<file path="config.mk">
export PLATFORM = sky130hd
export DESIGN_NAME = tile_board
export DESIGN_NICKNAME = d
export VERILOG_FILES = /design/src/rtl/tile_board.sv
export SDC_FILE = /design/constraint.sdc
export NUM_CORES = 1
export LEC_CHECK = 0
export CAP_MARGIN = 5
export CORE_MARGIN = 10
export CORE_UTILIZATION = 51
export CTS_CLUSTER_DIAMETER = 100
export DETAILED_ROUTE_END_ITERATION = 10
export PLACE_DENSITY = 0.74
export REMOVE_ABC_BUFFERS = 1
export SYNTH_ARGS = -nofsm -noshare
export SYNTH_HDL_FRONTEND = slang
export SYNTH_SLANG_ARGS = --single-unit
</file>
<file path="constraint.sdc">
create_clock -name clock -period 5.54 [get_ports clock]
set_input_delay 0.831 -clock clock [delete_from_list [all_inputs] [get_ports clock]]
set_output_delay 0.831 -clock clock [all_outputs]
set_load 0.05 [all_outputs]
</file>
<file path="src/rtl/tile_board.sv">
// Seven-row falling-tile board: shifts rows once per step period, feeds new top
// rows from an LFSR, hands line_6 to the key checker and decides game over.
//
// state  | meaning
// S_IDLE | after reset, waiting for start
// S_RUN  | game in progress, rows advancing
// S_OVER | wrong key or missed tile, rows frozen until start
module tile_board #(
  parameter int unsigned TICK_DIV  = 32'd25_000_000,
  parameter int unsigned TICK_MIN  = 32'd5_000_000,
  parameter int unsigned TICK_DEC  = 32'd1_000_000,
  parameter logic [7:0]  LFSR_SEED = 8'hA5
) (
  input  logic       clock,
  input  logic       resetn,
  input  logic       start,
  input  logic       check_input_done,
  input  logic       correct,
  input  logic       incorrect,
  output logic [2:0] line_0,
  output logic [2:0] line_1,
  output logic [2:0] line_2,
  output logic [2:0] line_3,
  output logic [2:0] line_4,
  output logic [2:0] line_5,
  output logic [2:0] line_6,
  output logic       check_input_go,
  output logic       step,
  output logic       hit,
  output logic       game_over
);

  typedef enum logic [1:0] {S_IDLE, S_RUN, S_OVER} state_t;

  state_t            state;
  state_t            state_nxt;
  logic [6:0][2:0]   rows;
  logic [7:0]        lfsr;
  logic              lfsr_fb;
  logic [31:0]       period;
  logic [31:0]       period_dec;
  logic [31:0]       tick_cnt;
  logic [3:0]        hit_cnt;
  logic              resolved;
  logic              running;
  logic              go_int;
  logic              res_correct;
  logic              res_wrong;
  logic              at_tick;
  logic              miss;
  logic              shift;
  logic              enter_run;
  logic [2:0]        new_row;

  assign running     = (state == S_RUN);
  assign go_int      = running && (rows[6] != 3'b000) && !resolved;
  assign res_correct = go_int && check_input_done && correct;
  assign res_wrong   = go_int && check_input_done && !correct && incorrect;
  // >= keeps the boundary reachable if a speed-up lands late in a period
  assign at_tick     = running && (tick_cnt >= (period - 32'd1));
  assign miss        = at_tick && go_int && !res_correct;
  assign shift       = at_tick && !res_wrong && !miss;
  assign enter_run   = (state != S_RUN) && start;

  assign lfsr_fb    = lfsr[7] ^ lfsr[5] ^ lfsr[4] ^ lfsr[3];
  assign new_row    = {1'b0, lfsr[1:0]} + 3'd1;
  assign period_dec = ((period - TICK_MIN) >= TICK_DEC) ? (period - TICK_DEC) : TICK_MIN;

  assign line_0 = rows[0];
  assign line_1 = rows[1];
  assign line_2 = rows[2];
  assign line_3 = rows[3];
  assign line_4 = rows[4];
  assign line_5 = rows[5];
  assign line_6 = rows[6];

  always_ff @(posedge clock or negedge resetn) begin
    if (!resetn) begin
      state <= S_IDLE;
    end else begin
      state <= state_nxt;
    end
  end

  always_comb begin
    state_nxt = state;
    case (state)
      S_IDLE:  if (start) state_nxt = S_RUN;
      S_RUN:   if (res_wrong || miss) state_nxt = S_OVER;
      S_OVER:  if (start) state_nxt = S_RUN;
      default: state_nxt = S_IDLE;
    endcase
  end

  always_comb begin
    check_input_go = go_int;
    step           = shift;
    game_over      = (state == S_OVER);
  end

  // The LFSR is deliberately not reloaded on start so each game differs.
  always_ff @(posedge clock or negedge resetn) begin
    if (!resetn) begin
      rows     <= '0;
      lfsr     <= LFSR_SEED;
      period   <= TICK_DIV;
      tick_cnt <= 32'd0;
      hit_cnt  <= 4'd0;
      resolved <= 1'b0;
      hit      <= 1'b0;
    end else begin
      hit <= res_correct;
      if (enter_run) begin
        rows     <= '0;
        period   <= TICK_DIV;
        tick_cnt <= 32'd0;
        hit_cnt  <= 4'd0;
        resolved <= 1'b0;
      end else if (running && !res_wrong && !miss) begin
        if (res_correct) begin
          hit_cnt <= hit_cnt + 4'd1;
          if (hit_cnt == 4'hF) begin
            period <= period_dec;
          end
        end
        if (shift) begin
          rows     <= {rows[5:0], new_row};
          lfsr     <= {lfsr[6:0], lfsr_fb};
          resolved <= 1'b0;
          tick_cnt <= 32'd0;
        end else begin
          tick_cnt <= tick_cnt + 32'd1;
          if (res_correct) begin
            rows[6]  <= 3'b000;
            resolved <= 1'b1;
          end
        end
      end
    end
  end

endmodule

</file>
# == Word level (Yosys, flattened, before mapping) ==
# Cells that the tools add are included.
# op_classes
muxes,23
reduce_logical,34
eq_ne,6
addsub,6
magnitude_cmp,2
bitwise_logic,4
# op_table
op,count
$mux W32,8
$mux W21,2
$add A32 B1 Y32 const B,1
$ge A32 B20 Y1 const B,1
$ge A32 B32 Y1,1
$sub A32 B1 Y32 const B,1
$sub A32 B20 Y32 const B,1
$sub A32 B23 Y32 const B,1
$mux W18,1
$logic_and A1 B1 Y1,14
$mux W4,3
$reduce_and A2 Y1,4
$reduce_bool A2 Y1,4
$mux W3,2
$ne A2 B1 Y1 const B,3
$reduce_and A3 Y1,2
$reduce_bool A3 Y1,2
$logic_not A1 Y1,5
$add A4 B1 Y4 const B,1
$eq A4 B4 Y1 const B,1
$mux W1,4
$mux W2,2
$pmux W2 S2,1
$add A2 B1 Y3 const B,1
other kinds (7),9
# word_totals
wordCells,89
output_inout_bits,25
reg_bits,101
in_bits,6

# == Longest topological paths before layout ==
# logic_depth
word_depth,12
mapped_depth,21
depth_no_buf,17

# == Least setup slack after synthesis ==
# No wires, ideal clock.
# synth_timing
path_kind,register to output
from,reg period[7]
to,out step
required_ns,4.709
t_arrival_ns,4.373
path_stages_with_launch,16
n_path_buf,2
slack_ns,0.336
path_cell_list,dfrtp_1 clkbuf_1 or4_1 or3_1 nor4_1 nand2_1 nor4_1 xnor2_1 ha_1 nand4_1 nor4_1 o21ai_0 nand2_1 a21boi_0 nor2_1 buf_1
# synth_via
elab_chain_len,7
elab_cells_between_ends,8
cone_classes,add/sub (1); order compare (1); reduce/logical (6)
# synth_rtl
item,line_no,source
from (decl),40,logic [31:0] period;
from (signal assigned),123,period <= period_dec;
$sub A32 B1 Y32 *,60,assign at_tick = running && (tick_cnt >= (period - 32'd1));
$ge A32 B32 Y1 *,60,
$logic_and A1 B1 Y1 *,60,
$logic_and A1 B1 Y1 (2 in series),61,assign miss = at_tick && go_int && !res_correct;
$logic_not A1 Y1,62,assign shift = at_tick && !res_wrong && !miss;
$logic_and A1 B1 Y1 *,62,
to (decl),28,"output logic step,"
# Every way passes the cells marked *; elsewhere a longest branch is shown, timed or not.

# == Final worst setup path ==
# Same ends and word-level chain as after synthesis.

==> impl_results.md <==
- Outcome: finished, final reports clean
- Ys async rst share: 1.00
- Power per cell area: 239 mW/mm2
- Number of global-route vias before repair: 5983
- Placed cells: between 900 and 1000
- Share of the core filled with cells: 0.576
- Die height: 136 um
- CP required: ~4.7 ns
- Global-route wire length before repair: about 30 mm
- GPL Wtd Cong: 0.938
- Root Buffer: clkbuf_16
- Worst skew pair latency: 0.36 ns
- Synth unique cells: 71
- Critical-path cell list: or4_1 > or3_1 > nor4_2 > nand2_1 > nor4_1 > xnor2_1 > ha_1 > a21o_1 > a21o_1 > a221oi_2 > a21boi_1 > nor2_2 > buf_12
- Fin. max-slew vios: 0
- Clock transition at path regs: about 0.08 ns
- DRT Wirelength: 18.1 mm
- YS warnings: 0
- Total GRT Usage: 0.199
- Fillers: 1171
- Final hold vios: 0
- Initial Util: 0.519
- Static Leak: 3.11 nW
- CTS Sinks: 95
- Total grt overflow: 0
- TritonCTS clock tree: done
- CTS H-tree depth: 3
- Fin crit period: 5.27 ns
- RR Endpoint: tick_cnt[11]
- EDFF count, synth: 0
- I/O Buffers: 30
- Critical Path Source: period[7]
- Post-synthesis register bit count: 95
- Post-route insts no fill: 975
- Tot Pwr: 0.00182 W
- Vias per cell: 6.38
- Slowest CP cell: or4_1
- Iter 0 DRT Violations: 560
- RSZ-0062 raised after global routing: no
- Crit-path max FO: 10
- Dpl hpwl: 13.0 mm
- Number of diodes: 0
- Final count of negative-setup-slack endpoints: 0
- Pin slew with the least headroom to its limit: 1.00 ns
- CP Launch Type: register
- 1st-pass router iterations: 5
- Fmax: 190 MHz
- Largest net degree at the start of global routing: 49
- CTS Buffer Depth: 2
- Share of layout cells above drive strength 1: 0.105
- Seq/Total Area, Yosys: 0.350
- Post-DRT Antenna Nets: 0
- Area grow syn2layout: 11.1%
- Most frequently used flop master after synthesis: dfrtp_1
- Drc violations: 0
- FF-to-FF setup slack: 0.44 ns
- Total of max-cap violations: 0
- Final cycle utilization of the critical path: 0.951
- Max transition margin: 0.316
- WL/cell: 18.5 um
- Site Rows: 42
- Arr. time, crit path: between 4 and 5 ns
- CP most frequent cell: a21o_1
- Final setup skew: around 0.011 ns
- Die area: roughly 0.018 mm2
- R2R depth: 15
- Setup CP Type: register to output port
- Ports: 31
- Worst vdd ir: 0.000166 V
- Post-Syn Instances: 794
- Worst R2R Start: period[7]
- Mapped cell area: just under 0.007 mm2
- Nets: 834
- Total core area: between 0.01 and 0.015 mm2
- Crit path largest cell delay: 0.62 ns
- Min-delay worst type: input port to async pin
- Crit end category: output port
- Routed vias: between 6000 and 7000
- Die Wd: 136 um
- Antenna violations before repair: 0
- Mean post-synth cell area: 8.62 um2
- Cts hold-fix bufs: 0
- Cts bufs inserted: 9
synth_stat cells, drive strengths merged (3+ instances only):
cell	n	area share
ha	34	0.062
o2111ai	4	0.0077
nand3	23	0.017
nor4	11	0.014
nor3	29	0.023
a221o	3	0.0044
nor2	65	0.036
inv	25	0.014
clkbuf	38	0.021
or3	24	0.022
a211o	7	0.0090
o2111a	3	0.0049
a311oi	5	0.0073
o41ai	3	0.0038
nand4b	3	0.0038
a21o	10	0.011
or4	20	0.022
or2	5	0.0046
mux2	16	0.026
o31ai	15	0.016
o211ai	11	0.012
buf	15	0.012
dfrtp	79	0.29
mux2i	14	0.020
nor2b	6	0.0055
a211oi	8	0.0088
a32oi	3	0.0038
nand2	75	0.041
xnor2	28	0.036
and3	15	0.014
xor2	16	0.020
o21a	5	0.0055
a21oi	55	0.040
dfstp	16	0.061
o21ai	38	0.028
a31oi	6	0.0055
nand2b	6	0.0055
o221ai	5	0.0064
nand4	19	0.017
and2	5	0.0046
area by class of cell:
type,instances,area (um2),share of cell area
sequential,95,2400,0.315
inverter,25,93.8,0.0123
tap,176,220,0.0290
timing repair buffer,42,398,0.0523
multi-input combinational,621,4160,0.547
clock buffer,9,225,0.0296
clock inverter,7,109,0.0143
state kept, by name, indices dropped and copies added, names as in the netlist, 2 cells and up:
signal	flops
period	26
hit_cnt	4
line_0	3
line_3	3
line_1	3
lfsr	8
line_4	3
line_6	3
state	2
line_2	3
tick_cnt	32
line_5	3
metal layers:
| metal | wire [um] | vias to the layer above | GRT usage |
|---|---|---|---|
| met5 | 0 | - | 0 |
| met4 | 439 | 0 | 0.0680 |
| met2 | 8890 | 251 | 0.337 |
| met3 | 959 | 35 | 0.0321 |
| li1 | - | 2942 | - |
| met1 | 7780 | 2992 | 0.251 |
timing repair:
action                                 4_1_cts  5_1_grt
setup buffers                                0        0
resized for setup                            2        4
endpoints found under the hold margin        0        0
setup endpoints to repair                    1       15
critical path: cells and delay by family (launching register included):
kind            cells  cell delay, ns
xor+xnor            1            0.18
compound gates      4            1.02
flops               1            0.49
fa+ha+maj           1            0.27
simple gates        6            1.94
buf+inv             1            0.17
how the worst max path moves through the flow:
stage | end | slack (ns) | cells after the start
after global routing | step | 0.03 | 14
after CTS | step | 0.04 | 13
final | step | 0.27 | 13
after floorplan | step | -0.77 | 13
after detailed placement | step | 0.27 | 16
after global placement | step | 0.45 | 13
through the flow:
| step | worst slack, ns | setup TNS (ns) | hold slack, ns | area (um2) |
|---|---|---|---|---|
| 2_1_floorplan | -0.775 | -13.99 | 0.475 | 6620 |
| 3_3_place_gp | 0.451 | 0 | 0.486 | 7240 |
| 3_5_place_dp | 0.271 | 0 | 0.512 | 7240 |
| 4_1_cts | 0.0383 | 0 | 0.488 | 7580 |
| 5_1_grt | 0.0265 | 0 | 0.512 | 7600 |
| 6_report | 0.273 | 0 | 0.471 | 7600 |
kinds of logic after synthesis:
| logic type | Yosys count | share of synthesized area |
|---|---|---|
| AO/OA/AOI/OAI | 198 | 0.196 |
| flip-flops | 95 | 0.350 |
| adder cells (fa/ha/maj) | 34 | 0.0621 |
| multiplexers | 30 | 0.0468 |
| buffers and inverters | 78 | 0.0466 |
| XOR/XNOR | 44 | 0.0563 |
| AND/OR/NAND/NOR | 315 | 0.241 |
cell usage in the layout (no fill, tap or decap), types with 7 or more instances in the layout:
| master | count |
|---|---|
| and3_1 | 15 |
| a21oi_1 | 55 |
| a21o_1 | 10 |
| a211oi_1 | 8 |
| clkbuf_16 | 9 |
| or4_1 | 19 |
| nand3_1 | 23 |
| buf_4 | 13 |
| xor2_1 | 16 |
| nand2_1 | 75 |
| nor2_1 | 63 |
| o21ai_0 | 36 |
| inv_1 | 25 |
| o31ai_1 | 15 |
| clkdlybuf4s50_1 | 28 |
| ha_1 | 33 |
| mux2_2 | 16 |
| mux2i_1 | 14 |
| a211o_1 | 7 |
| nor3_1 | 26 |
| or3_1 | 24 |
| o211ai_1 | 11 |
| dfrtp_1 | 79 |
| xnor2_1 | 28 |
| dfstp_2 | 16 |
| nand4_1 | 19 |
power by group:
| part | internal, W | total, W | switching (W) |
|---|---|---|---|
| Combinational | 0.0000998 | 0.000319 | 0.000219 |
| Clock | 0.000407 | 0.000702 | 0.000295 |
| Sequential | 0.000739 | 0.000798 | 0.0000588 |
No activity file was read; power rests on OpenSTA's default activity.
